<file path="config.mk">
export PLATFORM = sky130hd
export DESIGN_NAME = dc_ipu_filter_taps_mac
export DESIGN_NICKNAME = d
export VERILOG_FILES = /design/src/rtl/dc_ipu_filter_taps_mac.sv
export SDC_FILE = /design/constraint.sdc
export NUM_CORES = 1
export LEC_CHECK = 0
export CAP_MARGIN = 20
export CORE_MARGIN = 5
export CORE_UTILIZATION = 35
export DETAILED_ROUTE_END_ITERATION = 12
export GPL_TIMING_DRIVEN = 1
export SYNTH_ARGS = -nofsm -noshare
export SYNTH_HDL_FRONTEND = slang
export SYNTH_SLANG_ARGS = --single-unit
</file>
<file path="constraint.sdc">
create_clock -name clk -period 9.5 [get_ports clk]
set_clock_uncertainty 0.2 [all_clocks]
set_input_delay 2.375 -clock clk [delete_from_list [all_inputs] [get_ports clk]]
set_output_delay 2.375 -clock clk [all_outputs]
set_load 0.02 [all_outputs]
</file>
<file path="src/rtl/dc_ipu_filter_taps_mac.sv">
// dc_ipu_filter_taps_mac
//   Four-tap horizontal MAC for the image processing unit. Keeps a sliding
//   4-pixel window of the current line. On request, it forms the weighted sum
//   of the window with the supplied cubic weights, then rounds, shifts and
//   clamps the result back to pixel range.
//
// Ports
//   clk        sole clock, rising edge
//   nreset     asynchronous active-low reset
//   en         global advance; low freezes every register
//   in_valid   in_pixel present this cycle (in_sol / in_eol qualified by it)
//   in_pixel   unsigned source pixel
//   in_sol     start of line: replicate pixel into the whole window
//   in_eol     end of line: return to IDLE after this pixel
//   calc       request one output sample from the registered window
//   weights    four signed tap weights, aligned with calc
//   out_valid  one-cycle pulse, 2 enabled cycles after an accepted calc
//   out_pixel  rounded, clamped filter result
//   err        sticky flag: calc arrived while no line was open
//
// Handshake: there is no backpressure. A transfer happens on any rising edge
// where en is high and in_valid (pixels) or calc (requests) is high.
// out_valid is a one-cycle pulse that the consumer must take when it sees it.
module dc_ipu_filter_taps_mac #(
  parameter int PIXEL_WIDTH        = 8,
  parameter int WEIGHT_WIDTH       = 12,
  parameter int WEIGHT_FRACT_WIDTH = 10
) (
  input  logic                           clk,
  input  logic                           nreset,
  input  logic                           en,
  input  logic                           in_valid,
  input  logic [PIXEL_WIDTH-1:0]         in_pixel,
  input  logic                           in_sol,
  input  logic                           in_eol,
  input  logic                           calc,
  input  logic signed [WEIGHT_WIDTH-1:0] weights [0:3],
  output logic                           out_valid,
  output logic [PIXEL_WIDTH-1:0]         out_pixel,
  output logic                           err
);

  localparam int PROD_W = PIXEL_WIDTH + WEIGHT_WIDTH + 1;
  localparam int SUM_W  = PIXEL_WIDTH + WEIGHT_WIDTH + 3;

  localparam logic signed [SUM_W-1:0] ROUND =
    {{(SUM_W-1){1'b0}}, 1'b1} << (WEIGHT_FRACT_WIDTH - 1);
  localparam logic signed [SUM_W-1:0] PIX_MAX =
    {{(SUM_W-PIXEL_WIDTH){1'b0}}, {PIXEL_WIDTH{1'b1}}};

  typedef enum logic [0:0] {ST_IDLE = 1'b0, ST_LINE = 1'b1} state_e;

  state_e                    state_q,     state_d;
  logic [PIXEL_WIDTH-1:0]    win_q [0:3];
  logic [PIXEL_WIDTH-1:0]    win_d [0:3];
  logic signed [PROD_W-1:0]  prod_q [0:3];
  logic signed [PROD_W-1:0]  prod_d [0:3];
  logic                      s1_valid_q,  s1_valid_d;
  logic                      out_valid_q, out_valid_d;
  logic [PIXEL_WIDTH-1:0]    out_pixel_q, out_pixel_d;
  logic                      err_q,       err_d;

  logic                      calc_ok;
  logic signed [PROD_W-1:0]  pix_ext;
  logic signed [PROD_W-1:0]  wt_ext;
  logic signed [SUM_W-1:0]   sum_c;
  logic signed [SUM_W-1:0]   shifted;
  logic [PIXEL_WIDTH-1:0]    clamped;

  always_comb begin
    state_d     = state_q;
    win_d       = win_q;
    prod_d      = prod_q;
    s1_valid_d  = s1_valid_q;
    out_valid_d = out_valid_q;
    out_pixel_d = out_pixel_q;
    err_d       = err_q;
    pix_ext     = '0;
    wt_ext      = '0;

    // calc looks at the registered window/state, so a pixel arriving in the
    // same cycle does not affect this sample.
    calc_ok = calc && (state_q == ST_LINE);

    // Stage 2 arithmetic: products are pre-extended by two guard bits so the
    // four-way sum cannot overflow.
    sum_c = '0;
    for (int i = 0; i < 4; i++) begin
      sum_c = sum_c + {{2{prod_q[i][PROD_W-1]}}, prod_q[i]};
    end
    shifted = (sum_c + ROUND) >>> WEIGHT_FRACT_WIDTH;
    if (shifted[SUM_W-1])          clamped = '0;
    else if (shifted > PIX_MAX)    clamped = {PIXEL_WIDTH{1'b1}};
    else                           clamped = shifted[PIXEL_WIDTH-1:0];

    if (en) begin
      // Stage 1: register the products.
      s1_valid_d = calc_ok;
      for (int i = 0; i < 4; i++) begin
        pix_ext   = {{WEIGHT_WIDTH{1'b0}}, win_q[i]};
        wt_ext    = {{(PIXEL_WIDTH+1){weights[i][WEIGHT_WIDTH-1]}}, weights[i]};
        prod_d[i] = pix_ext * wt_ext;
      end
      if (calc && (state_q == ST_IDLE)) err_d = 1'b1;

      // Stage 2: round, shift, clamp.
      out_valid_d = s1_valid_q;
      if (s1_valid_q) out_pixel_d = clamped;

      // Window and line state.
      if (in_valid) begin
        if (in_sol) begin
          for (int i = 0; i < 4; i++) win_d[i] = in_pixel;
          state_d = in_eol ? ST_IDLE : ST_LINE;
        end else if (state_q == ST_LINE) begin
          win_d[0] = win_q[1];
          win_d[1] = win_q[2];
          win_d[2] = win_q[3];
          win_d[3] = in_pixel;
          if (in_eol) state_d = ST_IDLE;
        end
      end
    end
  end

  always_ff @(posedge clk or negedge nreset) begin
    if (!nreset) begin
      state_q     <= ST_IDLE;
      for (int i = 0; i < 4; i++) begin
        win_q[i]  <= '0;
        prod_q[i] <= '0;
      end
      s1_valid_q  <= 1'b0;
      out_valid_q <= 1'b0;
      out_pixel_q <= '0;
      err_q       <= 1'b0;
    end else begin
      state_q     <= state_d;
      win_q       <= win_d;
      prod_q      <= prod_d;
      s1_valid_q  <= s1_valid_d;
      out_valid_q <= out_valid_d;
      out_pixel_q <= out_pixel_d;
      err_q       <= err_d;
    end
  end

  assign out_valid = out_valid_q;
  assign out_pixel = out_pixel_q;
  assign err       = err_q;

endmodule

</file>
; Word-level counts from Yosys, hierarchy flattened
; Index checks and enable logic that the tools add are counted.
[totals]
input_bits = 63
elab_cells = 37
register_bits = 128
output_inout_bits = 10
[classes]
multipliers = 4
n_lt_le_gt_ge = 1
muxes = 7
n_bitwise = 1
n_reduce_logical = 7
add_sub_neg = 4
[op_table]
columns = cell, n
row1 = 9-bit by 12-bit multiplier with 21-bit output, 4
row2 = 32-bit two-way mux, 2
row3 = 22-bit by 21-bit adder with 23-bit output, 1
row4 = "23-bit by 11-bit adder with 23-bit output, second input constant", 1
row5 = 23-bit adder, 1
row6 = 21-bit by 21-bit adder with 22-bit output, 1
row7 = 8-bit two-way mux, 2
row8 = "13-bit by 9-bit greater-than comparator with 1-bit output, second input constant", 1
row9 = 2-bit AND reduction, 3
row10 = 1-bit two-way mux, 3
row11 = 3-bit AND reduction, 1
row12 = 1-bit logical AND, 2
row13 = 2-bit nonzero test, 1
row14 = 1-bit inverter, 1

; Depth between registers and ports, before layout
; Gate-level depths: netlist of the first run.
[logic_depth]
depth_word = 7
mapped_depth = 20
mapped_depth_nobuf = 19

; Worst setup path after synthesis of the first run
; OpenSTA, ideal clock, no wires.
[synth_timing]
kind = input to register
from = input port weights[34] (netlist bit)
to = register prod_q[62] (netlist bit)
path_stages = 16
setup_ns = 0.095
slack_ns = 2.851
required_time_ns = 9.205
n_path_buf = 0
t_arrival_ns = 6.353
path_cell_list = and2_1 > fa_1 > fa_1 > inv_1 > fa_1 > inv_1 > fa_1 > ha_1 > a21o_1 > a21oi_1 > nand2_1 > a211oi_1 > o31ai_1 > o311ai_0 > a21oi_1 > o31ai_1
[synth_between]
elab_chain_cells = 1
[synth_rtl]
columns = element, line_no
row1 = start: declaration, 37  ; input logic signed [WEIGHT_WIDTH-1:0] weights [0:3],
row2 = 9-bit by 12-bit multiplier with 21-bit output, 102  ; prod_d[i] = pix_ext * wt_ext;
row3 = end signal: assignment, 140  ; prod_q <= prod_d;
row4 = end: declaration, 56  ; logic signed [PROD_W-1:0] prod_q [0:3];
; No other way between the ends.
; A chain may end at the register's enable or synchronous reset.

; Worst setup path in the final report of the first run
[layout_timing]
from = input port weights[35] (netlist bit)
to = register prod_q[62] (netlist bit)
; The elaborated chain is that of the path after synthesis.

==> results of run 1 <==
-- layout by cell type (no fill, tap or decap), drive strengths merged, types with 14 or more instances in the layout --
cell             n
nor2            54
a21o            25
clkbuf          18
xnor2           40
fa             354
a211oi          14
inv            546
clkdlybuf4s50   70
xor2            34
mux2            25
ha             207
nand2          246
o21ai           88
and2           246
mux2i           34
o31ai           15
nand3           22
dfrtp          128
a21oi           60
-- state kept, by name, summed over array words and instances, names as in the netlist --
name	cells
out_valid	1
s1_valid_q	1
win_q	32
out_pixel	8
prod_q	84
err	1
state_q	1
-- final timing paths --
path                                        start                     end  slack [ns]  depth (start not counted)
max                                   weights[35]  prod_q[62]$_DFFE_PN0P_        2.20                         18
min                        prod_q[57]$_DFFE_PN0P_  prod_q[57]$_DFFE_PN0P_        0.28                          1
max reg2reg                 win_q[16]$_DFFE_PN0P_  prod_q[62]$_DFFE_PN0P_        3.98                         17
min reg2reg                prod_q[57]$_DFFE_PN0P_  prod_q[57]$_DFFE_PN0P_        0.28                          1
max in group asynchronous                  nreset  prod_q[27]$_DFFE_PN0P_        6.22                          2
min in group asynchronous                  nreset  prod_q[83]$_DFFE_PN0P_        1.78                          1
-- critical path, delay by kind of cell --
kind | cells | cell delay [ns]
fa+ha+maj | 5 | 2.29
simple gates | 2 | 0.22
compound gates | 7 | 1.68
buf+inv | 4 | 0.86
-- kinds of logic after synthesis --
group,synth area share
DFF,0.151
adders and majority gates,0.457
xor gates and xnor gates,0.0306
buffers and inverters,0.107
AOI/OAI and AO/OA,0.0779
muxes,0.0294
and+or+nand+nor,0.147
-- metrics by stage --
step / hold WS (ns) / instances / cell area, um^2 / setup WS [ns] / utilization
after floorplan: 0.243 / 2305 / 21200 / 2.85 / -
after global placement: 0.260 / 3105 / 22700 / 1.92 / 0.377
after detailed placement: 0.273 / 3105 / 22700 / 1.77 / 0.377
after CTS: 0.287 / 3137 / 23300 / 2.19 / 0.388
after global routing: 0.319 / 3141 / 23300 / 1.73 / 0.388
final: 0.282 / 3141 / 23300 / 2.20 / 0.388
-- final cells by class --
class / count / share of cell area
clock buffers: 18 / 0.0184
flip-flops and latches: 128 / 0.137
multi-input cells: 1575 / 0.673
well taps: 782 / 0.0420
inverters: 542 / 0.0872
diodes: 4 / 0.000429
clock inverters: 14 / 0.00880
repair buffers: 78 / 0.0328
-- metal layers --
layer	GRT usage	wire (um)
met4	0.0375	1140
met2	0.261	23500
met3	0.0160	1680
met1	0.198	20900
met5	0	0
==> run summary, run 1 <==
First-pass GRT wire length = 80.8 mm
Most frequent CP cell = fa_1
Total global routing overflow = 0
FFs w/ async S/R, synth = 1.00
Area contributors post-synth = fa_1, dfrtp_1, ha_1
Number of synthesized flops with an enable pin = 0
F_max = 137 MHz
Status = finished, final reports clean
Area occupied by multi-input gates = 15700 um^2
Relative slew margins = 0.462
Critical path arrival = 7.43 ns
Hold Fails Final Rpt = 0
Iteration count of the initial detailed-routing pass = 7
Flops & latches, synth = 128
Area Growth Syn to Fin = 10.2%
Synth top cells by count = inv_1, fa_1, and2_1, nand2_1, ha_1
Cts repair resizes = 0
Nets = 2966
Chip height = 256 um
Final ANT Viol Nets = 0
DIE WIDTH = 256 um
Share of cells above drive strength 1 = 0.0331
I/O Buffers = 72
Post-synth top area share = 0.335
Avg Cell Area, Syn = 9.18 um^2
1st-iter DRT viols = 581
Seq/Total Area, Yosys = 0.151
Crit Path Category = in2reg
H-tree levels = 4
Critical Path End Type = flop
Post-Syn Nets = 2929
Nature of the critical path startpoint = input pin
Postcts setup bufs = 0
Mapped Cells = 2305
Worst-Margin Slew = 0.808 ns
Cts bufs inserted = 17
DP HPWL = 39.5 mm
Via/cell ratio = 4.78
Post-Synthesis Cell Area = 21200 um^2
Largest net degree at the start of global routing = 82
Maximum Capacitance Violations = 0
Starting Density = 0.352
Ys Warns = 0
CTS Buffer Depth = 2
Vias in the first global route = 16100
CTS Root Cell = clkbuf_16
Synth Flop Type = dfrtp_1
Register Area = 3200 um^2
Worst-path clk slew = 0.06 ns
CTS Sinks = 128
Core area = 60100 um^2
DR vias = 15000
Worst-Skew Late Latency = 0.42 ns
CP max-delay cell = clkdlybuf4s50_1
Gpl congestion = 0.856
Filler Cell Count = 6039
RSZ-0062 raised after global routing = false
Critical Path RT = 9.63 ns
Global Route Usage Sum = 0.149
Initial antenna violation count = 4
Fin. max-slew vios = 0
Cell Chain, Critical Path = clkdlybuf4s50_1, nand2_1, inv_1, fa_1, fa_1, inv_1, fa_1, inv_1, fa_1, ha_1, a21o_1, a21oi_1, nand2_1, a211oi_1, o31ai_1, o311ai_0, a21oi_1, o31ai_1
Die area = 65500 um^2
TritonCTS clock tree = built
Most frequent cell after synthesis = inv_1
Hold Crit Class = reg2reg
Final setup vio count = 0
Setup TNS = 0 ns
Worst stage delay on the critical path = 0.59 ns
Synth area leader = fa_1
Post-route DRC = 0
CP max FO = 8
# IOs = 73
DR WL/cell = 15.0 um
FP Rows = 90
Final worst path period share = 0.769
Synth cell types = 55
# hold bufs at CTS = 0
Minimum clock period = 7.30 ns
Final wirelength = 47.2 mm
Power of run 1 is not shown: default switching activity piles up to over one toggle a cycle in this logic, so the estimate is an artifact.
==> run 2: changes to the inputs <==
Clock period 9.5 ns to 5.85 ns, I/O delays scaled along.
==> run 2 against run 1 <==
Against the previous run:
- sequential cell count is the same
- global-route usage rose by 0.66 points
- critical path type unchanged
- routed wire length up 5.6%
- via count increased by 5.3%
- sequential share of layout area fell by 0.99 points
- critical path depth is the same
- die area did not move
- non-clock buffer count grew 221
- register-to-register slack got worse by 3.3 ns
==> run summary, run 2 (same netlist as run 1, synthesis figures left out) <==
DP Area = 24300 um^2 (+7.2%)
Final ANT Viol Nets = 0 (unchanged)
Starting Density = 0.352 (unchanged)
Cts bufs inserted = 17 (unchanged)
Core area = 60100 um^2 (unchanged)
Chip height = 256 um (unchanged)
CP max-delay cell = fa_1
CTS Sinks = 128 (unchanged)
Hold Fails Final Rpt = 0 (unchanged)
Crit path from = weights[23]
Most frequent cells in the layout = inv_1, fa_1, and2_1
DR WL met3 = 1.16 mm (-31%)
FP Rows = 90 (unchanged)
Max reg flops = 84 (unchanged)
Final setup vio count = 0 (unchanged)
H-tree levels = 4 (unchanged)
Final wirelength = 49.8 mm (+5.6%)
Nature of the critical path startpoint = input pin
Final worst path period share = 0.974
Largest net degree at the start of global routing = 94 (+15%)
Total global routing overflow = 0 (unchanged)
Share of cells above drive strength 1 = 0.138 (+0.105)
Die area = 65500 um^2 (unchanged)
F_max = 176 MHz
WHS = 0.287 ns (+0.00519 ns)
Hold path startpoint = prod_q[57]$_DFFE_PN0P_
Cell Chain, Critical Path = clkdlybuf4s50_1, buf_4, and2_1, fa_1, fa_1, inv_1, fa_1, inv_1, fa_1, ha_4, nand3_2, nor2_1, o31ai_2, buf_4, a21oi_2, or3_4, a2111o_1, nand3_1
Hold Crit Class = reg2reg
DIE WIDTH = 256 um (unchanged)
Relative slew margins = 0.407 (-0.0548)
DR top layer = met4
DR WL met2 = 25.1 mm (+6.8%)
Filler Cell Count = 5973 (-1.1%)
Area Growth Syn to Fin = 18.7%
Setup TNS = 0 ns (unchanged)
1st-iter DRT viols = 662 (+14%)
CTS Root Cell = clkbuf_16
Design area = 25100 um^2 (+7.7%)
Crit Path Category = in2reg
Post-route DRC = 0 (unchanged)
Crit path max-delay family = adder cells
WP buf/inv = 5 (+1)
TritonCTS clock tree = built
Critical path arrival = 5.85 ns (-1.58 ns)
# hold bufs at CTS = 0 (unchanged)
First-pass GRT wire length = 85.0 mm (+5.1%)
Worst-Skew Late Latency = 0.43 ns (about the same)
Critical Path End Type = flop
I/O Buffers = 72 (unchanged)
Gpl congestion = 0.878 (+2.6%)
Worst stage delay on the critical path = 0.53 ns (-0.06 ns)
Minimum clock period = 5.70 ns
CTS Buffer Depth = 2 (unchanged)
Maximum Capacitance Violations = 0 (unchanged)
Critical Path RT = 6.01 ns (-3.62 ns)
Top reg by flops = prod_q
M1 wire length = 22.2 mm (+6.5%)
Reg2reg start = win_q[8]$_DFFE_PN0P_
Nets = 3187 (+7.5%)
Worst-Margin Slew = 0.890 ns (+0.0822 ns)
# IOs = 73 (unchanged)
DR vias = 15800 (+5.3%)
Iteration count of the initial detailed-routing pass = 5 (-2)
Fin. max-slew vios = 0 (unchanged)
Worst-path clk slew = 0.06 ns (about the same)
Global Route Usage Sum = 0.155 (+0.00661)
CP max FO = 6 (-2)
Vias in the first global route = 17300 (+7.2%)
Most frequent CP cell = fa_1
DR WL/cell = 14.8 um (-1.4%)
Via/cell ratio = 4.70 (-1.6%)
Commonest non-fill, non-tap cell in the layout = inv_1
DP HPWL = 41.8 mm (+6.0%)
Initial antenna violation count = 4 (unchanged)
Status = finished, final reports clean
## run 2: metal layers
layer  vias up  track usage
met5         -            0
met4         0       0.0441
met3        62       0.0168
met2       213        0.275
met1      7952        0.203
li1       7569            -
## run 2: metrics by stage
step | instances | setup WS, ns | utilization
floorplan | 2305 | 0.114 | -
global placement | 3324 | -0.678 | 0.404
detailed placement | 3324 | -0.781 | 0.404
CTS | 3357 | 0.00627 | 0.415
global route | 3362 | -0.0209 | 0.418
finish | 3362 | 0.153 | 0.418
## run 2: final timing paths
path	end	slack, ns	cells after the start
setup / recovery	prod_q[41]$_DFFE_PN0P_	0.15	18
hold reg to reg	prod_q[57]$_DFFE_PN0P_	0.29	1
min in group asynchronous	prod_q[83]$_DFFE_PN0P_	0.93	1
max in group asynchronous	win_q[5]$_DFFE_PN0P_	3.43	2
hold / removal	prod_q[57]$_DFFE_PN0P_	0.29	1
setup reg to reg	prod_q[41]$_DFFE_PN0P_	0.64	16
## run 2: area by class of cell
cell class	instances	area, um^2	share of cell area
repair buffers	299	2350	0.0935
flip-flops and latches	128	3200	0.127
diodes	4	10.0	0.000398
clock inverters	12	159	0.00632
multi-input cells	1575	15900	0.635
clock buffers	20	447	0.0178
well taps	782	978	0.0389
inverters	542	2030	0.0810
## run 2: worst reg2reg max path: stages, from the launching register on
cell and delay (ns):
dfrtp_1 0.75, nand2_1 0.18, fa_1 0.56, inv_1 0.07, fa_1 0.50, inv_1 0.05
fa_1 0.52, inv_1 0.05, fa_1 0.49, ha_4 0.18, or2_2 0.28, o31ai_2 0.25
buf_4 0.16, a21oi_2 0.07, or3_4 0.40, a2111o_1 0.37, nand3_1 0.07
## run 2: repair_timing
item | CTS | global route
setup endpoints to repair | 30 | 28
gates resized for setup | 57 | 82
setup buffers | 1 | 1
gates cloned | 0 | 0
pin swaps | 11 | 16
Power of run 2 is left out for the same reason.
==> run 3: changes to the inputs <==
Settings changed: CAP_MARGIN 20 to 10.
==> results of run 3 <==
The final DEF is identical to that of run 2; final timing and power are the same.
Power of run 3 is left out for the same reason.
